**src/rtl/cache_pkg.sv**
```systemverilog
// Shared definitions for the L1 refill path: FSM states, owner encoding, beat-counter width.
// Latency: n/a (definitions only).
// Backpressure: n/a (definitions only).
// Contents: refill_state_t, owner_t, BEAT_W (default 64-byte block), beat_w_f() for other block sizes.
package cache_pkg;

    typedef enum logic [1:0] {
        IDLE = 2'd0,
        REQ  = 2'd1,
        XFER = 2'd2
    } refill_state_t;

    typedef enum logic {
        OWN_IC = 1'b0,
        OWN_DC = 1'b1
    } owner_t;

    // Beat counter width for the default 64-byte block (8 beats of 64 bits).
    localparam int BEAT_W = 3;

    // Beat counter width for an arbitrary beat count; never narrower than one bit.
    function automatic int beat_w_f(input int beats);
        return (beats > 1) ? $clog2(beats) : 1;
    endfunction

endpackage

```
**src/rtl/rr_arb2.sv**
```systemverilog
// Two-way round-robin picker: a lone requester wins, a tie goes to whoever was not last owner.
// Latency: combinational, zero cycles.
// Backpressure: none; the caller decides when the winner is consumed.
// Ports: req_i[0]=IC, req_i[1]=DC request; last_i = previous owner; gnt_o one-hot winner (or 0).
module rr_arb2
    import cache_pkg::*;
(
    input  logic [1:0] req_i,
    input  owner_t     last_i,
    output logic [1:0] gnt_o
);

    always_comb begin
        gnt_o = 2'b00;
        case (req_i)
            2'b01:   gnt_o = 2'b01;
            2'b10:   gnt_o = 2'b10;
            2'b11:   gnt_o = (last_i == OWN_DC) ? 2'b01 : 2'b10;
            default: gnt_o = 2'b00;
        endcase
    end

endmodule

```
**src/rtl/l2_refill_arbiter.sv**
```systemverilog
// Arbitrates I-cache and D-cache block refills onto one L2 port and steers returned beats.
// Latency: REQ one cycle after a miss is seen in IDLE; beat grants are zero-latency from l2_valid_i.
// Backpressure: l2_req_o held until l2_ack_i; beats are never stalled, a dropped owner miss drains them.
// Ports: clk_i/reset_ni; ic/dc miss+addr in; l2_req_o/l2_addr_o/l2_ack_i request side;
//        l2_valid_i/l2_data_i beat side; ic/dc_repl_grant_o, rep_word_o, busy_o toward the caches.
module l2_refill_arbiter
    import cache_pkg::*;
#(
    parameter int B = 64,
    parameter int A = 32
) (
    input  logic          clk_i,
    input  logic          reset_ni,
    input  logic          ic_miss_i,
    input  logic [A-1:0]  ic_addr_i,
    input  logic          dc_miss_i,
    input  logic [A-1:0]  dc_addr_i,
    output logic          l2_req_o,
    output logic [A-1:0]  l2_addr_o,
    input  logic          l2_ack_i,
    input  logic          l2_valid_i,
    input  logic [63:0]   l2_data_i,
    output logic          ic_repl_grant_o,
    output logic          dc_repl_grant_o,
    output logic [63:0]   rep_word_o,
    output logic          busy_o
);

    localparam int BEATS = B / 8;
    localparam int CNT_W = beat_w_f(BEATS);
    localparam int OFF_W = $clog2(B);
    localparam logic [A-1:0]     ADDR_MASK = {A{1'b1}} << OFF_W;
    localparam logic [CNT_W-1:0] LAST_BEAT = CNT_W'(BEATS - 1);

    refill_state_t    state_q, state_d;
    owner_t           owner_q, owner_d;
    owner_t           last_owner_q, last_owner_d;
    logic [A-1:0]     addr_q, addr_d;
    logic [CNT_W-1:0] beat_q, beat_d;

    logic [1:0] win;
    logic       owner_miss;

    rr_arb2 u_rr_arb2 (
        .req_i  ({dc_miss_i, ic_miss_i}),
        .last_i (last_owner_q),
        .gnt_o  (win)
    );

    assign owner_miss = (owner_q == OWN_IC) ? ic_miss_i : dc_miss_i;

    always_ff @(posedge clk_i or negedge reset_ni) begin
        if (!reset_ni) begin
            state_q      <= IDLE;
            owner_q      <= OWN_IC;
            last_owner_q <= OWN_DC;   // IC wins the first tie
            addr_q       <= '0;
            beat_q       <= '0;
        end else begin
            state_q      <= state_d;
            owner_q      <= owner_d;
            last_owner_q <= last_owner_d;
            addr_q       <= addr_d;
            beat_q       <= beat_d;
        end
    end

    always_comb begin
        state_d      = state_q;
        owner_d      = owner_q;
        last_owner_d = last_owner_q;
        addr_d       = addr_q;
        beat_d       = beat_q;
        case (state_q)
            IDLE: begin
                if (ic_miss_i || dc_miss_i) begin
                    owner_d = win[1] ? OWN_DC : OWN_IC;
                    addr_d  = (win[1] ? dc_addr_i : ic_addr_i) & ADDR_MASK;
                    state_d = REQ;
                end
            end
            REQ: begin
                // A miss withdrawn in the ack cycle still aborts; last owner is left alone.
                if (!owner_miss) begin
                    state_d = IDLE;
                end else if (l2_ack_i) begin
                    state_d = XFER;
                    beat_d  = '0;
                end
            end
            XFER: begin
                // Beats are always consumed, even with the owner gone, so L2 is never left mid-block.
                if (l2_valid_i) begin
                    if (beat_q == LAST_BEAT) begin
                        beat_d       = '0;
                        state_d      = IDLE;
                        last_owner_d = owner_q;
                    end else begin
                        beat_d = beat_q + 1'b1;
                    end
                end
            end
            default: state_d = IDLE;
        endcase
    end

    assign l2_req_o        = (state_q == REQ) && owner_miss;
    assign l2_addr_o       = addr_q;
    assign ic_repl_grant_o = (state_q == XFER) && (owner_q == OWN_IC) && l2_valid_i && ic_miss_i;
    assign dc_repl_grant_o = (state_q == XFER) && (owner_q == OWN_DC) && l2_valid_i && dc_miss_i;
    assign rep_word_o      = l2_data_i;
    assign busy_o          = (state_q != IDLE);

endmodule

```
**config.mk**
```make
export PLATFORM = sky130hd
export DESIGN_NAME = l2_refill_arbiter
export DESIGN_NICKNAME = d
export VERILOG_FILES = /design/src/rtl/cache_pkg.sv /design/src/rtl/rr_arb2.sv /design/src/rtl/l2_refill_arbiter.sv
export SDC_FILE = /design/constraint.sdc
export NUM_CORES = 1
export LEC_CHECK = 0
export CAP_MARGIN = 0
export CORE_UTILIZATION = 27
export CTS_BUF_LIST = sky130_fd_sc_hd__clkbuf_4
export CTS_CLUSTER_DIAMETER = 80
export DETAILED_ROUTE_END_ITERATION = 6
export GPL_TIMING_DRIVEN = 0
export HOLD_SLACK_MARGIN = 0.05
export PLACE_DENSITY = 0.85
export REMOVE_ABC_BUFFERS = 1
export SYNTH_ARGS = -nofsm -noshare
export SYNTH_HDL_FRONTEND = slang
export SYNTH_HIERARCHICAL = 1
export SYNTH_SLANG_ARGS = --single-unit
```
**constraint.sdc**
```tcl
create_clock -name clk_i -period 1.49 [get_ports clk_i]
set_input_delay 0.447 -clock clk_i [delete_from_list [all_inputs] [get_ports clk_i]]
set_output_delay 0.447 -clock clk_i [all_outputs]
set_load 0.02 [all_outputs]
```
==> results.toml <==
[timing]
fin_crit_ns = 1.81
rsz0062_at_grt = "yes"
hold_violations = 0
finalSetupTns_ns = -5.20
maxSlewViolCount = 0
finalWorstSetupSlack_ns = -0.319
fmax_mhz = 553
relSlewSlack = 0.460
tightest_slew_ns = 0.810
fin_crit_sh = 1.21
final-setup-viol-count = 33
finClkSkew_ns = 0.00975

[setup_path]
cp-start-kind = "flop"
worstReg2RegStart = "state_q[1]"
cp_common_cell = "buf_4"
required_ns = 1.04
path_class = "flop to output port"
cp_slowest_stage_delay_ns = 0.41
cp_cell_sequence = "nand3b_1 -> buf_4 -> nor2_1 -> buf_4"
critical-path-top-delay-family = "flip-flops"
timing.reg2reg.setup_slack_ns = -0.18
worst-path-buf-inv = 2
crit_arrival_ns = 1.36
worstRegToRegCells = 6
end_kind = "output port"
crit_slowest_cell = "dfrtp_1"
reg2reg_to = "l2_addr_o[18]"
worst-path-max-fanout = 3

[routing]
vias_per_cell = 4.62
drc_errors = 0
vias = 1583
postRouteAntennaNets = 0
wl_per_cell_microns = 33.6
wirelength_mm = 11.5
drt-initial-drc-count = 42
dr.pass1.iters = 4

[run]
drv_cap = 0

[global_routing]
track_usage = 0.256
grt_max_degree = 34
overflow = 0
antenna_found_initial = 0
grt_pass1_vias = 1671
grt_pass1_wl_mm = 14.4

[die]
die_h_microns = 94.1
num_rows = 33
dieArea_sq_mm = 0.00886
ios = 234
die_x_microns = 94.1
start_util = 0.279
core_sq_mm = 0.00822

[logic_synthesis]
yosysWarnings = 6
postSynthAreaPerCell_sq_um = 12.0
syn_area_sq_mm = 0.00229
syn_inst = 191

[layout]
drive_gt1_frac = 0.525
n_fill_cell = 797
postLayoutCoreUtil = 0.369
final_area_sq_mm = 0.00303
nets = 373
area_growth_pct = 32.3
diodes = 0

[clock_network]
worstSkewPairLatency_ns = 0.34
cts_num_sinks = 33
cts.path.max_buffers = 2
cts.htree.levels = 2
clk_pin_slew_ns = 0.12
cts_tree = "built"
root_buffer = "clkbuf_4"
cts_buffers = 5

[run_status]
status = "finished with violations"
violations = "setup timing"

[pwr]
p_leak_nw = 1.37
powerDensity_mw_per_mm2 = 1700
vdd_drop_max_uv = 600
total_power_mw = 5.14

[worst_hold_path]
hold_class = "input pin to asynchronous set/reset pin"

[placement]
gp_congestion = 0.990
placed_area_sq_mm = 0.00273
dpl.hpwl_mm = 9.23
post-place-ws_ns = -1.14
io_buffers = 87
## layer usage
| layer | track usage | up-vias | wire length [microns] |
|---|---|---|---|
| met1 | 0.137 | 733 | 2230 |
| met2 | 0.427 | 161 | 5530 |
| met4 | 0.174 | 0 | 820 |
| li1 | - | 660 | - |
| met3 | 0.303 | 29 | 2950 |
| met5 | 0 | - | 0 |
## final cells by class
type                    instances  area [sq um]  area share
clock buffers                   5          37.5      0.0124
clock inverters                 3          12.5     0.00413
inverters                       4          15.0     0.00495
multi-input cells              86           977       0.322
flip-flops and latches         33           827       0.273
well taps                     105           131      0.0433
repair buffers                107          1030       0.340
## registers in the layout, summed over array words and instances, names as in the netlist
name and flops:
owner_q 1, last_owner_q 1, l2_addr_o 26, beat_q 3, state_q 2
## where the power goes
part	switching (mW)	leakage, nW	internal, mW
sequential	0.238	0.391	1.32
combinational	1.37	0.946	1.71
clock	0.334	0.0300	0.171
total	1.94	1.37	3.20
## worst max path at each step
stage / from / to / slack (ns) / cells past startpoint
finish: state_q[0] / dc_repl_grant_o / -0.32 / 4
global route: owner_q / l2_req_o / -0.42 / 3
CTS: owner_q / l2_req_o / -0.32 / 3
detailed placement: dc_miss_i / l2_addr_o[27] / -1.14 / 4
global placement: dc_miss_i / l2_addr_o[17] / -3.47 / 4
floorplan: dc_miss_i / l2_addr_o[25] / -1.77 / 3
## per-stage QoR
step	hold WS (ns)	std cells
after floorplan	0.151	121
after global placement	0.491	313
after detailed placement	0.494	313
after CTS	0.186	336
after global routing	0.219	343
final	0.182	343
## cell usage in the layout, fill, tap and decap left out, types with 2 or more instances in the layout
| cell | n |
|---|---|
| a21boi_4 | 2 |
| buf_12 | 4 |
| buf_2 | 13 |
| buf_4 | 11 |
| buf_6 | 8 |
| clkbuf_2 | 5 |
| clkbuf_4 | 5 |
| clkdlybuf4s15_2 | 11 |
| clkdlybuf4s50_1 | 53 |
| clkinv_1 | 2 |
| conb_1 | 6 |
| dfrtp_1 | 32 |
| ha_1 | 2 |
| inv_1 | 4 |
| mux2_2 | 26 |
| mux2_4 | 28 |
| mux2i_1 | 2 |
| nand2_1 | 4 |
| nor2_1 | 2 |
| nor2_4 | 2 |
## repair_timing
action | in CTS | in global routing
hold buffers | 0 | 0
buffers inserted | 13 | 6
setup endpoints to repair | 62 | 53
cloned | 2 | 1
pin swaps | 5 | 3
gates resized for setup | 103 | 41
(Power assumes the default switching activity.)
